**src/rtl/led_snake_pkg.sv**
```systemverilog
// Shared types and default timing for the WS281x LED snake driver.
package led_snake_pkg;

    typedef enum logic [1:0] {
        RST,
        HIGH,
        LOW
    } state_e;

    localparam int unsigned DEF_L_TIME   = 80;
    localparam int unsigned DEF_S_TIME   = 40;
    localparam int unsigned DEF_R_TIME   = 5000;
    localparam int unsigned DEF_CNT_W    = 16;

    localparam int unsigned NUM_LEDS     = 8;
    localparam int unsigned BITS_PER_LED = 24;

endpackage

```
**src/rtl/led_pulse_timer.sv**
```systemverilog
// Free-running phase timer: counts 0..LIMIT-1 while run is high, holds 0 otherwise.
module led_pulse_timer #(
    parameter int unsigned LIMIT = 80,
    parameter int unsigned CNT_W = 16
) (
    input  logic             clk,
    input  logic             rstn,
    input  logic             run,
    output logic [CNT_W-1:0] cnt,
    output logic             busy,
    output logic             measured
);

    localparam logic [CNT_W-1:0] LAST = CNT_W'(LIMIT - 1);

    logic [CNT_W-1:0] cnt_q;
    logic [CNT_W-1:0] cnt_d;

    // Wrapping to 0 on the last count lets back-to-back phases on the same timer start clean.
    always_comb begin
        cnt_d = '0;
        if (run) begin
            cnt_d = (cnt_q == LAST) ? '0 : cnt_q + CNT_W'(1);
        end
    end

    always_ff @(posedge clk) begin
        if (!rstn) begin
            cnt_q <= '0;
        end else begin
            cnt_q <= cnt_d;
        end
    end

    assign busy     = rstn & run;
    assign measured = busy & (cnt_q == LAST);
    assign cnt      = rstn ? cnt_q : '0;

endmodule

```
**src/rtl/led_snake_top.sv**
```systemverilog
// Serial WS281x driver for an 8-LED chain: latch interval, then 8x24 pulse-width bits MSB first.
module led_snake_top
    import led_snake_pkg::*;
#(
    parameter int unsigned L_TIME = DEF_L_TIME,
    parameter int unsigned S_TIME = DEF_S_TIME,
    parameter int unsigned R_TIME = DEF_R_TIME,
    parameter int unsigned CNT_W  = DEF_CNT_W
) (
    input  logic             clk,
    input  logic             rstn,
    input  logic [23:0]      led0,
    input  logic [23:0]      led1,
    input  logic [23:0]      led2,
    input  logic [23:0]      led3,
    input  logic [23:0]      led4,
    input  logic [23:0]      led5,
    input  logic [23:0]      led6,
    input  logic [23:0]      led7,
    output logic             led_stripe_pin,
    output logic             new_frames_set_rqst,
    output logic [23:0]      frame_to_transmit_dbg,
    output logic [2:0]       no_of_frame_dbg,
    output logic             reset_finish_dbg,
    output logic             l_time_wait_dbg,
    output logic             l_time_measured_dbg,
    output logic             s_time_wait_dbg,
    output logic             s_time_measured_dbg,
    output logic [CNT_W-1:0] r_time_cnt_dbg,
    output logic [CNT_W-1:0] l_time_cnt_dbg,
    output logic [CNT_W-1:0] s_time_cnt_dbg
);

    localparam logic [4:0] LAST_BIT   = 5'(BITS_PER_LED - 1);
    localparam logic [2:0] LAST_FRAME = 3'(NUM_LEDS - 1);

    state_e state_q, state_d;
    logic [2:0] frame_q, frame_d;
    logic [4:0] bit_idx_q, bit_idx_d;
    logic [NUM_LEDS-1:0][BITS_PER_LED-1:0] led_buf_q, led_buf_d;
    logic rqst_q, rqst_d;

    logic cur_bit;
    logic r_run, l_run, s_run;
    logic r_meas, l_meas, s_meas;
    logic r_busy_unused, l_busy, s_busy;
    logic [CNT_W-1:0] r_cnt, l_cnt, s_cnt;

    assign cur_bit = led_buf_q[frame_q][bit_idx_q];

    // A 1 bit spends the long time high; a 0 bit spends it low.
    assign r_run = (state_q == RST);
    assign l_run = ((state_q == HIGH) && cur_bit) || ((state_q == LOW) && !cur_bit);
    assign s_run = ((state_q == HIGH) && !cur_bit) || ((state_q == LOW) && cur_bit);

    led_pulse_timer #(.LIMIT(R_TIME), .CNT_W(CNT_W)) u_r_timer (
        .clk      (clk),
        .rstn     (rstn),
        .run      (r_run),
        .cnt      (r_cnt),
        .busy     (r_busy_unused),
        .measured (r_meas)
    );

    led_pulse_timer #(.LIMIT(L_TIME), .CNT_W(CNT_W)) u_l_timer (
        .clk      (clk),
        .rstn     (rstn),
        .run      (l_run),
        .cnt      (l_cnt),
        .busy     (l_busy),
        .measured (l_meas)
    );

    led_pulse_timer #(.LIMIT(S_TIME), .CNT_W(CNT_W)) u_s_timer (
        .clk      (clk),
        .rstn     (rstn),
        .run      (s_run),
        .cnt      (s_cnt),
        .busy     (s_busy),
        .measured (s_meas)
    );

    always_comb begin
        state_d   = state_q;
        frame_d   = frame_q;
        bit_idx_d = bit_idx_q;
        led_buf_d = led_buf_q;
        rqst_d    = 1'b0;
        case (state_q)
            RST: begin
                if (r_meas) begin
                    led_buf_d = {led7, led6, led5, led4, led3, led2, led1, led0};
                    frame_d   = '0;
                    bit_idx_d = LAST_BIT;
                    state_d   = HIGH;
                end
            end
            HIGH: begin
                if (l_meas || s_meas) begin
                    state_d = LOW;
                end
            end
            LOW: begin
                if (l_meas || s_meas) begin
                    state_d = HIGH;
                    if (bit_idx_q != '0) begin
                        bit_idx_d = bit_idx_q - 5'd1;
                    end else if (frame_q != LAST_FRAME) begin
                        frame_d   = frame_q + 3'd1;
                        bit_idx_d = LAST_BIT;
                    end else begin
                        state_d = RST;
                        rqst_d  = 1'b1;
                    end
                end
            end
            default: state_d = RST;
        endcase
    end

    always_ff @(posedge clk) begin
        if (!rstn) begin
            state_q   <= RST;
            frame_q   <= '0;
            bit_idx_q <= '0;
            led_buf_q <= '0;
            rqst_q    <= 1'b0;
        end else begin
            state_q   <= state_d;
            frame_q   <= frame_d;
            bit_idx_q <= bit_idx_d;
            led_buf_q <= led_buf_d;
            rqst_q    <= rqst_d;
        end
    end

    // Outputs are gated by rstn so an asserted reset silences the line in the same cycle.
    assign led_stripe_pin        = rstn && (state_q == HIGH);
    assign new_frames_set_rqst   = rstn && rqst_q;
    assign frame_to_transmit_dbg = rstn ? led_buf_q[frame_q] : '0;
    assign no_of_frame_dbg       = rstn ? frame_q : '0;
    assign reset_finish_dbg      = r_meas;
    assign l_time_wait_dbg       = l_busy;
    assign l_time_measured_dbg   = l_meas;
    assign s_time_wait_dbg       = s_busy;
    assign s_time_measured_dbg   = s_meas;
    assign r_time_cnt_dbg        = r_cnt;
    assign l_time_cnt_dbg        = l_cnt;
    assign s_time_cnt_dbg        = s_cnt;

endmodule

```
**config.mk**
```make
export PLATFORM = sky130hd
export DESIGN_NAME = led_snake_top
export DESIGN_NICKNAME = d
export VERILOG_FILES = /design/src/rtl/led_snake_pkg.sv /design/src/rtl/led_pulse_timer.sv /design/src/rtl/led_snake_top.sv
export SDC_FILE = /design/constraint.sdc
export NUM_CORES = 1
export LEC_CHECK = 0
export ABC_CLOCK_PERIOD_IN_PS = 5900
export BUFFER_PORTS_ARGS = -buffer_cell sky130_fd_sc_hd__buf_2
export CORE_MARGIN = 1
export CORE_UTILIZATION = 55
export DETAILED_ROUTE_END_ITERATION = 10
export GPL_ROUTABILITY_DRIVEN = 0
export PLACE_DENSITY = 0.82
export REMOVE_ABC_BUFFERS = 1
export SETUP_SLACK_MARGIN = 0.1
export SLEW_MARGIN = 20
export SYNTH_ARGS = -nofsm -noshare
export SYNTH_HDL_FRONTEND = slang
export SYNTH_SLANG_ARGS = --single-unit
```
**constraint.sdc**
```tcl
create_clock -name clk -period 5.9 [get_ports clk]
set_input_delay 1.475 -clock clk [delete_from_list [all_inputs] [get_ports clk]]
set_output_delay 1.475 -clock clk [all_outputs]
set_load 0.02 [all_outputs]
```
==> metrics list <==
- The run finished with clean final reports.
- The first detailed-routing pass ran for 5 iterations.
- The tree built by TritonCTS fans out to ~250 sinks.
- Share of layout cells above drive strength 1: between 20% and 30%
- Summed over all layers, the global routing overflow is 0.
- Measured along the y axis, the die boundary spans between 100 and 150 um.
- Count of nets after finishing: 1848
- Mapped cell area: approximately 0.012 sq mm
* Detailed-routing wirelength on met1: roughly 13 mm
* Critical path launch point type: register
* WP data required: 4.43 ns
- The clock reaches the later pin of the worst-skew pair after around 0.52 ns.
- Max capacitance violation total: 0
* Worst IR drop on VDD: approximately 0.00021 V
- Across every metal layer, demand over resource in global routing totals between 20 and 30%.
- Delay of the slowest cell on the worst path: about 0.61 ns
- Actual transition at the worst max-transition pin: 0.908 ns
- The worst hold path passes through 2 cells.
- Of all flip-flops after synthesis, the portion carrying an async set or reset was 0%.
* Maximum clock rate: about 180 MHz
- Met3 Routed Length: approximately 2.1 mm
- Number of buffers added by the clock tree synthesis step: 25
- Wire length of the first global-routing pass: 49.7 mm
- The worst setup path is of the register to output pin kind.
- Synthesized instance count: approximately 1400
- In this run, placement finished with an instance count of ~1900.
- For this run, the number of Yosys warnings is 0.
- For this configuration, the core starts out at a cell density of a little under three fifths.
- After legalization and detailed placement, the total HPWL measured about 22 mm.
- After clock tree synthesis, the clock-pin slew on the worst setup and hold paths is 0.06 ns.
- Via-to-Cell Ratio: about 5.6
- The library cells used most frequently in the layout, excluding fill and tap cells, are 438 x nand2_1, 274 x buf_2, 248 x dfxtp_1.
- In this run the number of H-tree levels came out at 1.
- Post-Route Setup TNS: 0 ns
- For this block, the initial DRC count from the detailed router was 754.
- Relative slew margins: about two fifths
- The most used flip-flop cell after synthesis is dfxtp_1.
- The number of setup buffers added after CTS is 0.
- Root Buffer: clkbuf_16
- Dividing the final minimum period by the clock period gives roughly 90%.
- Detailed routing inserted a total of between 10000 and 15000 vias.
- Longest Clk Path Bufs: 3
- Relative area change from synthesis to final layout: 18.9%
- The kind of cell with the highest combined delay along the critical path is multiplexers.
- Buffers inserted to repair hold after CTS numbered 0.
- Final worst setup slack: ~0.45 ns
- Buffering stage count on the worst path with inverters included: 2
* Pin count of the biggest net entering global routing: between 100 and 150
- After floorplanning, the core was sized to cover around 0.020 sq mm.
* Sequential fraction of the synthesis area: a little over two fifths
- Fill cell total of the finished layout: ~1700
- Synth Area per Inst: about 8.1 sq um
- Number of distinct library cell variants in the gate-level netlist after synthesis: 58
- After synthesis the netlist holds a flip-flop and latch count of around 250.
- The most numerous cell type found on the critical path is nor2_1.
- The worst hold path begins at led_buf_q[121].
* Post-synth EDFFs: 0
- Unrepaired setup endpoints after global routing: false
- Final routed DRC violation total: 0
- Setup violation total in the final timing report: 0
- The critical path goes through buf_6 -> mux4_1 -> mux2_2 -> nor2_1 -> a211oi_1 -> nor4_1 -> o31ai_2 -> mux2i_1 -> nand2_2 -> nor2_1 -> buf_2.
- After the flow finishes, the layout carries non-filler instances totaling 1933.
- Top sig layer: met4
- Final Slew Violations: 0
- Crit. End Element: output pin
* Pre-CTS setup slack: 0.357 ns
* Hold Fails Final Rpt: 0
- After layout, the minimum clock period comes to around 5.5 ns.
- The endpoint identified for the worst register-to-register timing path is frame_q[1].
* Routed met2 length: approximately 14 mm
- The worst hold path belongs to the class register to register.
* Number of global-route vias before repair: slightly above 10000
- Post-detailed-route count of antenna-violating nets: 0
* Number of antenna violations at the first check in global routing: 2
- Input and output buffers added on the ports amount to about 280.
- Leaving out fill and tap cells, the most frequent cell in the layout is nand2_1.
- After detailed routing, the average wire length per cell comes to around 16 um.
- For this block, the routed nets add up to about 31 mm of wire.
* Hold endpoint: led_buf_q[121]
- Die X: around 150 um
* Clock tree from TritonCTS: built
- RR Startpoint: frame_q[0]
- In this run the power density over the cells is 243 mW/mm^2.
- Clock Skews: between 0.015 and 0.02 ns
* Max stage delay cell, worst path: dfxtp_4
- Num ports: 276
- FF-to-FF setup slack: 1.99 ns
* Die Outline Area: ~0.022 sq mm
* Pwr Total: approximately 3.4 mW
- Total leakage power: about 6.5 nW
- The floorplan has 52 rows.
- Counting cells, the worst reg-to-reg path comes to 10.
- Data arrives at the worst endpoint at 3.98 ns.
- Largest driver fanout on the critical path: 23
==> final cells by class <==
class	count	area (sq um)	area share [%]
multi-input combinational	1065	6060	43.9
sequential	251	5030	36.5
timing repair buffer	286	1490	10.8
clock buffer	35	744	5.40
tap	270	338	2.45
inverter	19	72.6	0.526
clock inverter	5	50.0	0.363
antenna	2	5.00	0.0363
==> repair_timing <==
item                                    in CTS  in global routing
endpoints found under the hold margin        0                  0
endpoints found under the setup margin       4                  4
gates resized for setup                      2                  4
gates cloned                                 0                  0
==> worst max path at each step <==
| stage | start | endpoint | slack [ns] | cells past startpoint |
|---|---|---|---|---|
| final | frame_q[0] | l_time_measured_dbg | 0.45 | 11 |
| after global routing | frame_q[0] | l_time_measured_dbg | 0.22 | 11 |
| after CTS | frame_q[0] | l_time_measured_dbg | 0.12 | 11 |
| after detailed placement | frame_q[2] | l_time_measured_dbg | 0.36 | 10 |
| after global placement | frame_q[2] | l_time_measured_dbg | 0.44 | 10 |
| after floorplan | frame_q[0] | s_time_measured_dbg | -0.78 | 9 |
==> kinds of logic (layout without fill, tap and decap cells) <==
kind of cell               after synthesis  after routing  share of synthesized area (%)
and+or+nand+nor                        873            873                           33.7
xor gates and xnor gates                39             39                           2.94
buffers and inverters                  119            345                           4.62
muxes                                   80             80                           10.6
DFF                                    251            251                           43.3
adders and majority gates                6              6                          0.647
AOI/OAI and AO/OA                       67             67                           4.13
other                                    0              2                              0
==> report_power, final <==
group          total [mW]  switching [mW]  internal [mW]
Combinational       0.107          0.0546         0.0522
Clock                1.55           0.640          0.913
Sequential           1.70         0.00192           1.70
==> flip-flops by register name, summed over array words and instances (netlist names) <==
| register | count |
|---|---|
| u_r_timer.cnt_q | 16 |
| state_q | 2 |
| bit_idx_q | 5 |
| rqst_q | 1 |
| u_l_timer.cnt_q | 16 |
| frame_q | 3 |
| u_s_timer.cnt_q | 16 |
| led_buf_q | 192 |
==> per-layer routing <==
layer | GRT usage (%) | up-vias
li1 | - | 5270
met1 | 36.9 | 4979
met2 | 46.1 | 456
met3 | 4.22 | 80
met4 | 12.5 | 0
met5 | 0 | -
==> synthesized netlist by cell type, drive strengths merged (4+ instances only) <==
| cell | count | area share (%) |
|---|---|---|
| dfxtp | 251 | 43 |
| or4 | 4 | 0.26 |
| nor2b | 6 | 0.32 |
| xor2 | 22 | 1.7 |
| mux4 | 32 | 6.4 |
| and3 | 12 | 0.65 |
| xnor2 | 17 | 1.3 |
| a21oi | 14 | 0.64 |
| clkbuf | 67 | 2.2 |
| nor2 | 75 | 2.4 |
| nand2 | 441 | 14 |
| o21ai | 7 | 0.30 |
| nand4 | 11 | 0.59 |
| nand3 | 215 | 9.3 |
| inv | 17 | 0.55 |
| or3 | 9 | 0.53 |
| mux2i | 46 | 4.0 |
| and2 | 54 | 2.9 |
| nor4 | 12 | 0.70 |
| buf | 33 | 1.8 |
| a22oi | 15 | 0.97 |
| nor3 | 21 | 0.91 |
| ha | 6 | 0.65 |
| nand2b | 7 | 0.38 |
==> per-stage QoR <==
stage | hold slack [ns] | util, % | area (sq um)
2_1_floorplan | 0.425 | - | 11100
3_3_place_gp | 0.435 | 63.5 | 13000
3_5_place_dp | 0.440 | 63.5 | 13000
4_1_cts | 0.448 | 67.4 | 13800
5_1_grt | 0.461 | 67.5 | 13800
6_report | 0.448 | 67.5 | 13800
==> worst reg2reg max path, delay by kind of cell, from the launching register on <==
| kind | cells | cell delay [ns] |
|---|---|---|
| compound gates | 5 | 1.31 |
| buf+inv | 1 | 0.35 |
| flops | 1 | 0.61 |
| mux | 2 | 1.02 |
| simple gates | 2 | 0.52 |
(Power assumes the default switching activity.)
